--- config.mk ---
export PLATFORM = sky130hd
export DESIGN_NAME = mii_mac_tx_flat
export DESIGN_NICKNAME = d
export VERILOG_FILES = /design/src/rtl/eth_pkg.sv /design/src/rtl/mii_mac_tx_if.sv /design/src/rtl/eth_crc32_d4.sv /design/src/rtl/mii_mac_tx.sv /design/src/flat_wrapper.sv
export SDC_FILE = /design/constraint.sdc
export NUM_CORES = 1
export LEC_CHECK = 0
export BUFFER_PORTS_ARGS = -buffer_cell sky130_fd_sc_hd__buf_2
export CAP_MARGIN = 20
export CELL_PAD_IN_SITES_DETAIL_PLACEMENT = 0
export CELL_PAD_IN_SITES_GLOBAL_PLACEMENT = 1
export CORE_UTILIZATION = 30
export CTS_BUF_LIST = sky130_fd_sc_hd__clkbuf_8
export CTS_CLUSTER_DIAMETER = 100
export DETAILED_ROUTE_END_ITERATION = 10
export GPL_TIMING_DRIVEN = 0
export PLACE_DENSITY = 0.67
export SLEW_MARGIN = 20
export SYNTH_ARGS = -nofsm -noshare
export SYNTH_HDL_FRONTEND = slang
export SYNTH_SLANG_ARGS = --single-unit
--- constraint.sdc ---
create_clock -name clk -period 3.8 [get_ports clk]
set_input_delay 0.76 -clock clk [delete_from_list [all_inputs] [get_ports clk]]
set_output_delay 0.76 -clock clk [all_outputs]
set_load 0.05 [all_outputs]
--- src/rtl/eth_pkg.sv ---
// Shared Ethernet definitions: framing nibbles, CRC-32 constants and TX state encoding.
package eth_pkg;

  localparam logic [3:0]  PRE_NIBBLE  = 4'h5;
  localparam logic [3:0]  SFD_NIBBLE  = 4'hD;
  localparam logic [31:0] CRC_POLY    = 32'hEDB88320;
  localparam logic [31:0] CRC_INIT    = 32'hFFFFFFFF;
  // Register value left after a frame plus its own FCS has been folded in.
  localparam logic [31:0] CRC_RESIDUE = 32'hDEBB20E3;

  typedef enum logic [2:0] {
    IDLE,
    PREAMBLE,
    DATA,
    PAD,
    FCS,
    IFG
  } tx_state_t;

endpackage

--- src/rtl/mii_mac_tx_if.sv ---
// Byte-stream handshake from the TX buffer into the MAC.
interface mii_mac_tx_if;

  logic [7:0] in_data;
  logic       in_valid;
  logic       in_last;
  logic       in_ready;

  modport master (output in_data, output in_valid, output in_last, input in_ready);
  modport slave  (input in_data, input in_valid, input in_last, output in_ready);

endinterface

--- src/rtl/eth_crc32_d4.sv ---
// Reflected CRC-32 register advanced by one nibble (LSB first) per enabled cycle.
module eth_crc32_d4
  import eth_pkg::*;
(
  input  logic        clk,
  input  logic        rst_n,
  input  logic        init,
  input  logic        en,
  input  logic [3:0]  d,
  output logic [31:0] crc
);

  function automatic logic [31:0] crc_step(input logic [31:0] c, input logic [3:0] nib);
    logic [31:0] r;
    r = c;
    for (int i = 0; i < 4; i++) begin
      r = (r[0] ^ nib[i]) ? ((r >> 1) ^ CRC_POLY) : (r >> 1);
    end
    return r;
  endfunction

  // CRC register: init has priority over a data update.
  always_ff @(posedge clk or negedge rst_n) begin
    if (!rst_n)    crc <= CRC_INIT;
    else if (init) crc <= CRC_INIT;
    else if (en)   crc <= crc_step(crc, d);
  end

endmodule

--- src/rtl/mii_mac_tx.sv ---
// MII transmit MAC: preamble/SFD, data nibbles, zero padding, FCS and inter-frame gap.
module mii_mac_tx
  import eth_pkg::*;
#(
  parameter int MIN_FRAME   = 60,
  parameter int IFG_NIBBLES = 24
) (
  input  logic       clk,
  input  logic       rst_n,
  mii_mac_tx_if.slave src,
  output logic       phy_tx_en,
  output logic [3:0] phy_txd,
  output logic       busy,
  output logic       frame_done,
  output logic       underflow
);

  localparam int CNT_W = (IFG_NIBBLES > 16) ? $clog2(IFG_NIBBLES) + 1 : 5;
  localparam logic [10:0]      MIN_LEN  = 11'(MIN_FRAME);
  localparam logic [CNT_W-1:0] PRE_LAST = CNT_W'(15);
  localparam logic [CNT_W-1:0] FCS_LAST = CNT_W'(7);
  localparam logic [CNT_W-1:0] IFG_LAST = CNT_W'(IFG_NIBBLES - 1);
  // With a zero gap the frame end goes straight back to IDLE.
  localparam tx_state_t AFTER_FRAME = (IFG_NIBBLES == 0) ? IDLE : IFG;

  tx_state_t        state, state_d;
  logic [CNT_W-1:0] cnt, cnt_d;
  logic             hi, hi_d;
  logic [7:0]       byte_q, byte_d;
  logic             last_q, last_d;
  logic [10:0]      bcnt, bcnt_d;
  logic             abort;
  logic             in_ready_q;
  logic             tx_en_d, ready_d, busy_d, done_d, uf_d;
  logic [3:0]       txd_d;
  logic [31:0]      crc;
  logic             crc_init, crc_en;

  function automatic logic [10:0] sat_inc(input logic [10:0] v);
    return (v == 11'h7FF) ? v : v + 11'd1;
  endfunction

  assign src.in_ready = in_ready_q;

  // The CRC tracks the nibble about to go on the wire, so it is complete when FCS starts.
  assign crc_init = (state == IDLE);
  assign crc_en   = (state_d == DATA) || (state_d == PAD);

  eth_crc32_d4 u_crc (
    .clk  (clk),
    .rst_n(rst_n),
    .init (crc_init),
    .en   (crc_en),
    .d    (txd_d),
    .crc  (crc)
  );

  // State, counters and registered outputs.
  always_ff @(posedge clk or negedge rst_n) begin
    if (!rst_n) begin
      state      <= IDLE;
      cnt        <= '0;
      hi         <= 1'b0;
      last_q     <= 1'b0;
      bcnt       <= '0;
      phy_tx_en  <= 1'b0;
      phy_txd    <= '0;
      in_ready_q <= 1'b0;
      busy       <= 1'b0;
      frame_done <= 1'b0;
      underflow  <= 1'b0;
    end else begin
      state      <= state_d;
      cnt        <= cnt_d;
      hi         <= hi_d;
      last_q     <= last_d;
      bcnt       <= bcnt_d;
      phy_tx_en  <= tx_en_d;
      phy_txd    <= txd_d;
      in_ready_q <= ready_d;
      busy       <= busy_d;
      frame_done <= done_d;
      underflow  <= uf_d;
    end
  end

  // Current frame byte; pure data, no reset needed.
  always_ff @(posedge clk) begin
    byte_q <= byte_d;
  end

  // Next-state, nibble phase, byte loading and byte counting.
  always_comb begin
    state_d = state;
    cnt_d   = cnt;
    hi_d    = hi;
    byte_d  = byte_q;
    last_d  = last_q;
    bcnt_d  = bcnt;
    abort   = 1'b0;
    case (state)
      IDLE: begin
        cnt_d  = '0;
        hi_d   = 1'b0;
        bcnt_d = '0;
        if (src.in_valid) state_d = PREAMBLE;
      end
      PREAMBLE: begin
        if (cnt != PRE_LAST) begin
          cnt_d = cnt + CNT_W'(1);
        end else if (src.in_valid) begin
          state_d = DATA;
          hi_d    = 1'b0;
          byte_d  = src.in_data;
          last_d  = src.in_last;
          bcnt_d  = sat_inc(bcnt);
        end else begin
          state_d = AFTER_FRAME;
          cnt_d   = '0;
          abort   = 1'b1;
        end
      end
      DATA: begin
        if (!hi) begin
          hi_d = 1'b1;
        end else if (!last_q) begin
          if (src.in_valid) begin
            hi_d   = 1'b0;
            byte_d = src.in_data;
            last_d = src.in_last;
            bcnt_d = sat_inc(bcnt);
          end else begin
            state_d = AFTER_FRAME;
            cnt_d   = '0;
            abort   = 1'b1;
          end
        end else if (bcnt < MIN_LEN) begin
          state_d = PAD;
          hi_d    = 1'b0;
          bcnt_d  = sat_inc(bcnt);
        end else begin
          state_d = FCS;
          cnt_d   = '0;
        end
      end
      PAD: begin
        if (!hi) begin
          hi_d = 1'b1;
        end else if (bcnt < MIN_LEN) begin
          hi_d   = 1'b0;
          bcnt_d = sat_inc(bcnt);
        end else begin
          state_d = FCS;
          cnt_d   = '0;
        end
      end
      FCS: begin
        if (cnt == FCS_LAST) begin
          state_d = AFTER_FRAME;
          cnt_d   = '0;
        end else begin
          cnt_d = cnt + CNT_W'(1);
        end
      end
      IFG: begin
        if (cnt == IFG_LAST) state_d = IDLE;
        else                 cnt_d   = cnt + CNT_W'(1);
      end
      default: state_d = IDLE;
    endcase
  end

  // Output values for the cycle being entered, registered alongside the state.
  always_comb begin
    tx_en_d = 1'b0;
    txd_d   = 4'h0;
    ready_d = 1'b0;
    busy_d  = (state_d != IDLE);
    done_d  = 1'b0;
    uf_d    = abort;
    case (state_d)
      PREAMBLE: begin
        tx_en_d = 1'b1;
        txd_d   = (cnt_d == PRE_LAST) ? SFD_NIBBLE : PRE_NIBBLE;
        ready_d = (cnt_d == PRE_LAST);
      end
      DATA: begin
        tx_en_d = 1'b1;
        txd_d   = hi_d ? byte_d[7:4] : byte_d[3:0];
        ready_d = hi_d && !last_d;
      end
      PAD: tx_en_d = 1'b1;
      FCS: begin
        tx_en_d = 1'b1;
        txd_d   = ~crc[{cnt_d[2:0], 2'b00} +: 4];
        done_d  = (cnt_d == FCS_LAST);
      end
      default: ;
    endcase
  end

endmodule

--- src/flat_wrapper.sv ---
// flat-port wrapper written by rule: the top's interface ports become plain ports
module mii_mac_tx_flat import eth_pkg::*;
#(
  parameter int MIN_FRAME   = 60,
  parameter int IFG_NIBBLES = 24
)
  (clk, rst_n, phy_tx_en, phy_txd, busy, frame_done, underflow, src_in_data, src_in_valid, src_in_last, src_in_ready);
  mii_mac_tx_if src_i ();
  input  logic clk;
  input  logic rst_n;
  output logic phy_tx_en;
  output logic [3:0] phy_txd;
  output logic busy;
  output logic frame_done;
  output logic underflow;
  input wire logic [$bits(src_i.in_data)-1:0] src_in_data;
  input wire logic [$bits(src_i.in_valid)-1:0] src_in_valid;
  input wire logic [$bits(src_i.in_last)-1:0] src_in_last;
  output wire logic [$bits(src_i.in_ready)-1:0] src_in_ready;
  assign src_i.in_data = src_in_data;
  assign src_i.in_valid = src_in_valid;
  assign src_i.in_last = src_in_last;
  assign src_in_ready = src_i.in_ready;
  mii_mac_tx #(.MIN_FRAME(MIN_FRAME), .IFG_NIBBLES(IFG_NIBBLES)) u_core (.clk(clk), .rst_n(rst_n), .src(src_i), .phy_tx_en(phy_tx_en), .phy_txd(phy_txd), .busy(busy), .frame_done(frame_done), .underflow(underflow));
endmodule
# Word level (Yosys, flattened, before mapping)
# Index checks and enable logic that the tools add are counted.
totals:
  in_bits: 12
  ff_bits: 71
  word_cells: 117
  out_inout_bits: 9
classes:
  n_reduce_logical: 9
  addsub: 2
  bitwise_logic: 9
  shift: 1
  n_eq_ne: 18
  n_lt_le_gt_ge: 1
  mux: 64
op_table:
  columns: ["op", "n"]
  rows:
  - ["$mux 32", 6]
  - ["$mux 11", 7]
  - ["$not 13->14", 4]
  - ["$mux 6", 8]
  - ["$pmux 11 s4", 1]
  - ["$pmux 6 s6", 1]
  - ["$mux 3", 11]
  - ["$mux 8", 4]
  - ["$shiftx 32x6->4", 1]
  - ["$pmux 3 s6", 1]
  - ["$mux 1", 17]
  - ["$pmux 8 s2", 1]
  - ["$eq 3x2->1 const B", 4]
  - ["$eq 6x3->1 const B", 2]
  - ["$pmux 4 s3", 1]
  - ["$add 11x1->11 const B", 1]
  - ["$eq 11x11->1 const B", 1]
  - ["$lt 11x6->1 const B", 1]
  - ["$eq 3x3->1 const B", 3]
  - ["$mux 4", 2]
  - ["$add 6x1->6 const B", 1]
  - ["$eq 3x1->1 const B", 2]
  - ["$eq 6x4->1 const B", 1]
  - ["$eq 6x5->1 const B", 1]
  - ["other kinds (16)", 22]

# Longest topological paths before layout
depth:
  depth_word: 18
  ltp_mapped: 16
  mapped_depth_nobuf: 13

# By module
# From an unflattened synthesis, not the netlist that was laid out.
unflattened:
  cells_unflattened: 463
  area_unflattened_um2: 4475.5
by_module_without_submodules:
  columns: ["module", "seq_area_each_um2", "cells_each", "instances", "area_per_inst_um2"]
  rows:
  - ["mii_mac_tx", 935.9, 308, 1, 2725.1]
  - ["eth_crc32_d4", 840.8, 155, 1, 1750.4]

# Worst setup path before layout
# No wires, ideal clock.
synth_timing:
  kind: "in2reg"
  startpoint: "input port src_in_valid"
  endpoint: "register u_core.u_crc.crc[27]"
  t_arrival_ns: 3.960
  t_required_ns: 3.723
  slack_ns: -0.237
  cell_stages: 15
  path_buffers: 3
  setup_ns: 0.077
  cell_sequence: "buf_2 > or4b_1 > and3_1 > o21ai_2 > and3_1 > buf_4 > inv_2 > buf_6 > a221oi_1 > a211oi_1 > o32a_1 > xnor2_2 > xnor2_1 > xnor3_1 > o21a_1"
synth_between:
  elab_chain_cells: 16
  elab_cells_between_ends: 46
  classes_between: "5 x eq/ne; 1 x shift; 32 x mux; 6 x bitwise; 2 x reduce/logical"
synth_lines:
  columns: ["element", "line", "rtl"]
  rows:
  - ["from (decl)", "flat_wrapper.sv:17", "input wire logic [$bits(src_i.in_valid)-1:0] src_in_valid;"]
  - ["$mux 6 (*)", "mii_mac_tx.sv:111, mii_mac_tx.sv:127", null]
  - ["$mux 6", "mii_mac_tx.sv:126", "end else if (!last_q) begin"]
  - ["$mux 6", "mii_mac_tx.sv:124", "if (!hi) begin"]
  - ["$pmux 6 s6 (*)", "mii_mac_tx.sv:101", "case (state)"]
  - ["net u_core.cnt_d[1]", "mii_mac_tx.sv:27", "logic [CNT_W-1:0] cnt, cnt_d;"]
  - ["$shiftx 32x6->4", "mii_mac_tx.sv:195", "txd_d = ~crc[{cnt_d[2:0], 2'b00} +: 4];"]
  - ["$not 4->4", "mii_mac_tx.sv:195", null]
  - ["$pmux 4 s3 (*)", "mii_mac_tx.sv:181", "case (state_d)"]
  - ["$xor 1x1->1", "eth_crc32_d4.sv:17", "r = (r[0] ^ nib[i]) ? ((r >> 1) ^ CRC_POLY) : (r >> 1);"]
  - ["$mux 32", "eth_crc32_d4.sv:17", null]
  - ["$not 13->14 (no line)", null, null]
  - ["$mux 32 (2 in series)", "eth_crc32_d4.sv:17", null]
  - ["$not 13->14 (no line)", null, null]
  - ["$mux 32 (*)", "eth_crc32_d4.sv:17", null]
  - ["$mux 32 (*)", "eth_crc32_d4.sv:26", "else if (en) crc <= crc_step(crc, d);"]
  - ["$mux 32 (*)", "eth_crc32_d4.sv:25", "else if (init) crc <= CRC_INIT;"]
  - ["to (signal assigned)", "eth_crc32_d4.sv:26", null]
  - ["to (decl)", "eth_crc32_d4.sv:10", "output logic [31:0] crc"]
# The timed path passes the listed nets; every way through them passes the cells marked *. The select of a mux whose other input is x is not followed.
# A chain may end at the register's enable or synchronous reset.

# Worst setup path after layout
layout_timing:
  startpoint: "register u_core.bcnt[9]"
  endpoint: "register u_core.u_crc.crc[21]"
layout_between:
  elab_chain_cells: 17
  elab_cells_between_ends: 40
  classes_between: "1 x order compare; 5 x eq/ne; 1 x shift; 25 x mux; 6 x bitwise; 2 x reduce/logical"
layout_lines:
  columns: ["element", "line", "rtl"]
  rows:
  - ["from (decl)", "mii_mac_tx.sv:31", "logic [10:0] bcnt, bcnt_d;"]
  - ["from (signal assigned)", "mii_mac_tx.sv:77", "bcnt <= bcnt_d;"]
  - ["$lt 11x6->1 (*)", "mii_mac_tx.sv:137, mii_mac_tx.sv:149", null]
  - ["$mux 6", "mii_mac_tx.sv:137, mii_mac_tx.sv:149", null]
  - ["$mux 6", "mii_mac_tx.sv:126", null]
  - ["$mux 6", "mii_mac_tx.sv:124", null]
  - ["$pmux 6 s6", "mii_mac_tx.sv:101", null]
  - ["$shiftx 32x6->4", "mii_mac_tx.sv:195", null]
  - ["$not 4->4", "mii_mac_tx.sv:195", null]
  - ["$pmux 4 s3", "mii_mac_tx.sv:181", null]
  - ["$xor 1x1->1", "eth_crc32_d4.sv:17", null]
  - ["$mux 32", "eth_crc32_d4.sv:17", null]
  - ["$not 13->14 (no line)", null, null]
  - ["$mux 32 (2 in series)", "eth_crc32_d4.sv:17", null]
  - ["$not 13->14 (no line)", null, null]
  - ["$mux 32", "eth_crc32_d4.sv:17", null]
  - ["$mux 32", "eth_crc32_d4.sv:26", null]
  - ["$mux 32", "eth_crc32_d4.sv:25", null]
# Every way passes the cells marked *; elsewhere a longest branch is shown, timed or not. The select of a mux whose other input is x is not followed.

==> run_summary.xml <==
<?xml version="1.0" encoding="UTF-8"?>
<metrics>
  <group name="routing">
    <metric name="drtIter0Drc" unit="">238</metric>
    <metric name="dr_drc_count" unit="">0</metric>
    <metric name="via_count" unit="">4203</metric>
    <metric name="avgViaCountPerCell" unit="">5.51</metric>
    <metric name="first_pass_iters" unit="">4</metric>
    <metric name="avgRoutedWirePerCell" unit="µm">19.0</metric>
    <metric name="finalWirelength" unit="mm">14.5</metric>
    <metric name="ant_nets" unit="">0</metric>
  </group>
  <group name="sta">
    <metric name="finalHoldViolCount" unit="">0</metric>
    <metric name="achievable-frequency" unit="MHz">260</metric>
    <metric name="worst_slack" unit="ns">-0.0436</metric>
    <metric name="finalCriticalPeriod" unit="ns">3.84</metric>
    <metric name="final.period_utilization" unit="%">101</metric>
    <metric name="finalSetupViolCount" unit="">6</metric>
    <metric name="max-slew-margin-rel" unit="%">43.0</metric>
    <metric name="slew_viol_final" unit="">0</metric>
    <metric name="grt_setup_unrepaired" unit="">true</metric>
    <metric name="final.hold.worst_slack" unit="ns">0.276</metric>
    <metric name="max_slew.worst_pin.slew" unit="ns">0.849</metric>
    <metric name="clock_skew" unit="ns">0.0111</metric>
  </group>
  <group name="global_route">
    <metric name="grt_max_degree" unit="">49</metric>
    <metric name="grtUsageTotal" unit="%">18.5</metric>
    <metric name="grt_antenna_before_repair" unit="">0</metric>
    <metric name="globalRouteOverflowTotal" unit="">0</metric>
    <metric name="grt_pass1_wl" unit="mm">22.7</metric>
    <metric name="grt_pass1_vias" unit="">4113</metric>
  </group>
  <group name="synth">
    <metric name="syn-cell-area" unit="µm²">4610</metric>
    <metric name="compound_gate_fraction_of_synth_area" unit="%">21.1</metric>
    <metric name="syn_nets" unit="">506</metric>
    <metric name="yosys_register_bits" unit="">71</metric>
    <metric name="synth_top_family_by_area" unit="">compound AO/OA/AOI/OAI gates</metric>
    <metric name="dominantRegCellSynth" unit="">dfstp_2</metric>
    <metric name="yosysWarningCount" unit="">0</metric>
    <metric name="synth_simple_gate_area_share" unit="%">20.5</metric>
    <metric name="synth_xor_area_share" unit="%">10.7</metric>
    <metric name="synth-edff-count" unit="">0</metric>
    <metric name="synth_fa_ha_area_share" unit="%">0.542</metric>
    <metric name="postSynthAreaPerCell" unit="µm²">9.38</metric>
    <metric name="yosys-mux-area-fraction" unit="%">4.61</metric>
    <metric name="syn_inst" unit="">492</metric>
    <metric name="seq_area_frac_synth" unit="%">38.5</metric>
    <metric name="async_set_or_reset_register_ratio_after_synthesis" unit="%">88.7</metric>
    <metric name="yosysUniqueCellTypes" unit="">80</metric>
  </group>
  <group name="placed_design">
    <metric name="dpl.cell_count" unit="">697</metric>
    <metric name="place_congestion" unit="">0.842</metric>
    <metric name="io_buffer_count" unit="">20</metric>
    <metric name="hpwl" unit="mm">9.80</metric>
    <metric name="placed_cell_area" unit="µm²">5030</metric>
  </group>
  <group name="die">
    <metric name="row_count" unit="">44</metric>
    <metric name="floorplan.die.height" unit="µm">126</metric>
    <metric name="core_area" unit="µm²">14800</metric>
    <metric name="floorplan.initialDensity" unit="%">31.3</metric>
    <metric name="floorplan.die.width" unit="µm">126</metric>
    <metric name="floorplan.io_pins" unit="">21</metric>
    <metric name="die_area" unit="µm²">15900</metric>
  </group>
  <group name="final_layout">
    <metric name="num-fill-cells" unit="">1478</metric>
    <metric name="fin_cells" unit="">763</metric>
    <metric name="mostFrequentLayoutCell" unit="">nand2_1</metric>
    <metric name="antenna_diode_count" unit="">0</metric>
    <metric name="post-route-cell-area" unit="µm²">5910</metric>
    <metric name="design.final.nets" unit="">588</metric>
    <metric name="layout.cells.most_common_list" unit="">45 x nand2_1, 44 x buf_4, 34 x nor2_1</metric>
    <metric name="final_core_utilization" unit="%">40.0</metric>
    <metric name="drive_gt1_share" unit="%">35.6</metric>
    <metric name="area_added_between_synthesis_and_finish" unit="%">28.0</metric>
  </group>
  <group name="worst_hold_path">
    <metric name="hold_class" unit="">input port to asynchronous set/reset pin</metric>
  </group>
  <group name="cts">
    <metric name="worstSkewPairLatency" unit="ns">0.36</metric>
    <metric name="htree_levels" unit="">3</metric>
    <metric name="clock_tree.root_cell" unit="">clkbuf_8</metric>
    <metric name="cts.reportedPaths.clkPinSlew" unit="ns">0.08</metric>
    <metric name="cts-buffers-inserted" unit="">9</metric>
    <metric name="cts_tree" unit="">built</metric>
    <metric name="cts_hold_buf" unit="">0</metric>
    <metric name="clkSinkCount" unit="">71</metric>
    <metric name="cts_buffer_depth" unit="">2</metric>
  </group>
  <group name="worst_setup_path">
    <metric name="worstSetupEndpointType" unit="">flop</metric>
    <metric name="crit_path_max_fanout" unit="">4</metric>
    <metric name="critPathBufInv" unit="">2</metric>
    <metric name="critical_path_class" unit="">flop to flop</metric>
    <metric name="timing.critical_path.from_type" unit="">flop</metric>
    <metric name="worst_path_largest_cell_delay" unit="ns">0.53</metric>
    <metric name="worst-endpoint-arrival" unit="ns">4.13</metric>
    <metric name="req_time_crit_path" unit="ns">4.09</metric>
    <metric name="crit_path_top_delay_cell" unit="">or4_4</metric>
    <metric name="critical_path.cell_chain" unit="">or3_4 -&gt; or4_4 -&gt; o21ai_4 -&gt; o21ai_4 -&gt; buf_6 -&gt; a21o_1 -&gt; o221a_4 -&gt; o32a_4 -&gt; xnor2_4 -&gt; xnor2_4 -&gt; buf_6 -&gt; xnor3_1 -&gt; o21a_1</metric>
    <metric name="critical_path.top_delay_family" unit="">compound AO/OA/AOI/OAI gates</metric>
  </group>
  <group name="run_status">
    <metric name="failed_checks" unit="">setup timing</metric>
    <metric name="status" unit="">finished with violations</metric>
  </group>
  <group name="run">
    <metric name="drv.max_cap_violation_count" unit="">0</metric>
  </group>
</metrics>
## registers in the layout (all words and copies together), names as in the netlist, 3 cells and up
register / flops
u_core.u_crc.crc: 32
u_core.state: 3
u_core.byte_q: 8
u_core.cnt: 6
u_core.bcnt: 11
u_core.phy_txd: 4
## metal layers
metal  vias up  global-route usage (%)  part of all wire [%]
li1       1965                       -                     -
met1      2085                    23.6                    44
met2       132                    31.5                    49
met3        21                    3.65                   4.5
met4         0                    5.81                   2.0
met5         -                       0                     0
## kinds of logic after synthesis
kind of cell	count (synthesis)
adders and majority gates	2
DFF	71
AOI/OAI and AO/OA	142
and+or+nand+nor	175
muxes	20
xor gates and xnor gates	38
buffers and inverters	44
## cells in the mapped netlist, drive strengths merged, types with 14 or more instances
cell | instances | area (µm²)
nand2 | 48 | 180
o21ai | 38 | 213
nor2 | 35 | 131
a21oi | 34 | 170
dfstp | 32 | 841
dfrtp | 31 | 776
nor3 | 28 | 151
xnor2 | 21 | 199
inv | 17 | 63.8
clkbuf | 16 | 60.1
nand3 | 14 | 70.1
## what timing repair did
item	CTS	global route
gates resized for setup	23	38
setup endpoints to repair	26	23
setup buffers	29	24
pin swaps	21	29
cloned	0	0
## metrics by stage
step / TNS [ns] / setup slack [ns]
6_report: -0.122 / -0.0436
5_1_grt: -1.14 / -0.138
4_1_cts: 0 / 0.000124
3_5_place_dp: -9.37 / -0.587
3_3_place_gp: -9.30 / -0.582
2_1_floorplan: 0 / 0.000608
## worst paths after layout
kind / startpoint / endpoint / slack, ns / cells after the start
max: u_core.bcnt[9]$_DFFE_PN0P_ / u_core.u_crc.crc[21]$_DFFE_PN1P_ / -0.04 / 13
min: rst_n / u_core.cnt[2]$_DFF_PN0_ / 0.28 / 1
max reg2reg: u_core.bcnt[9]$_DFFE_PN0P_ / u_core.u_crc.crc[21]$_DFFE_PN1P_ / -0.04 / 13
min reg2reg: u_core.byte_q[6]$_DFF_P_ / u_core.byte_q[6]$_DFF_P_ / 0.48 / 1
max in group asynchronous: rst_n / u_core.u_crc.crc[26]$_DFFE_PN1P_ / 2.94 / 2
min in group clk: u_core.byte_q[6]$_DFF_P_ / u_core.byte_q[6]$_DFF_P_ / 0.48 / 1
## layout make-up
| type | count | area, µm² | area share [%] |
|---|---|---|---|
| timing repair buffer | 73 | 576 | 9.74 |
| multi-input combinational | 377 | 2900 | 49.1 |
| clock inverter | 7 | 93.8 | 1.59 |
| sequential | 71 | 1780 | 30.1 |
| tap | 184 | 230 | 3.90 |
| inverter | 17 | 78.8 | 1.33 |
| buffer | 25 | 126 | 2.14 |
| clock buffer | 9 | 124 | 2.10 |
Power is not shown: default switching activity piles up to over one toggle a cycle in this logic, so the estimate is an artifact.
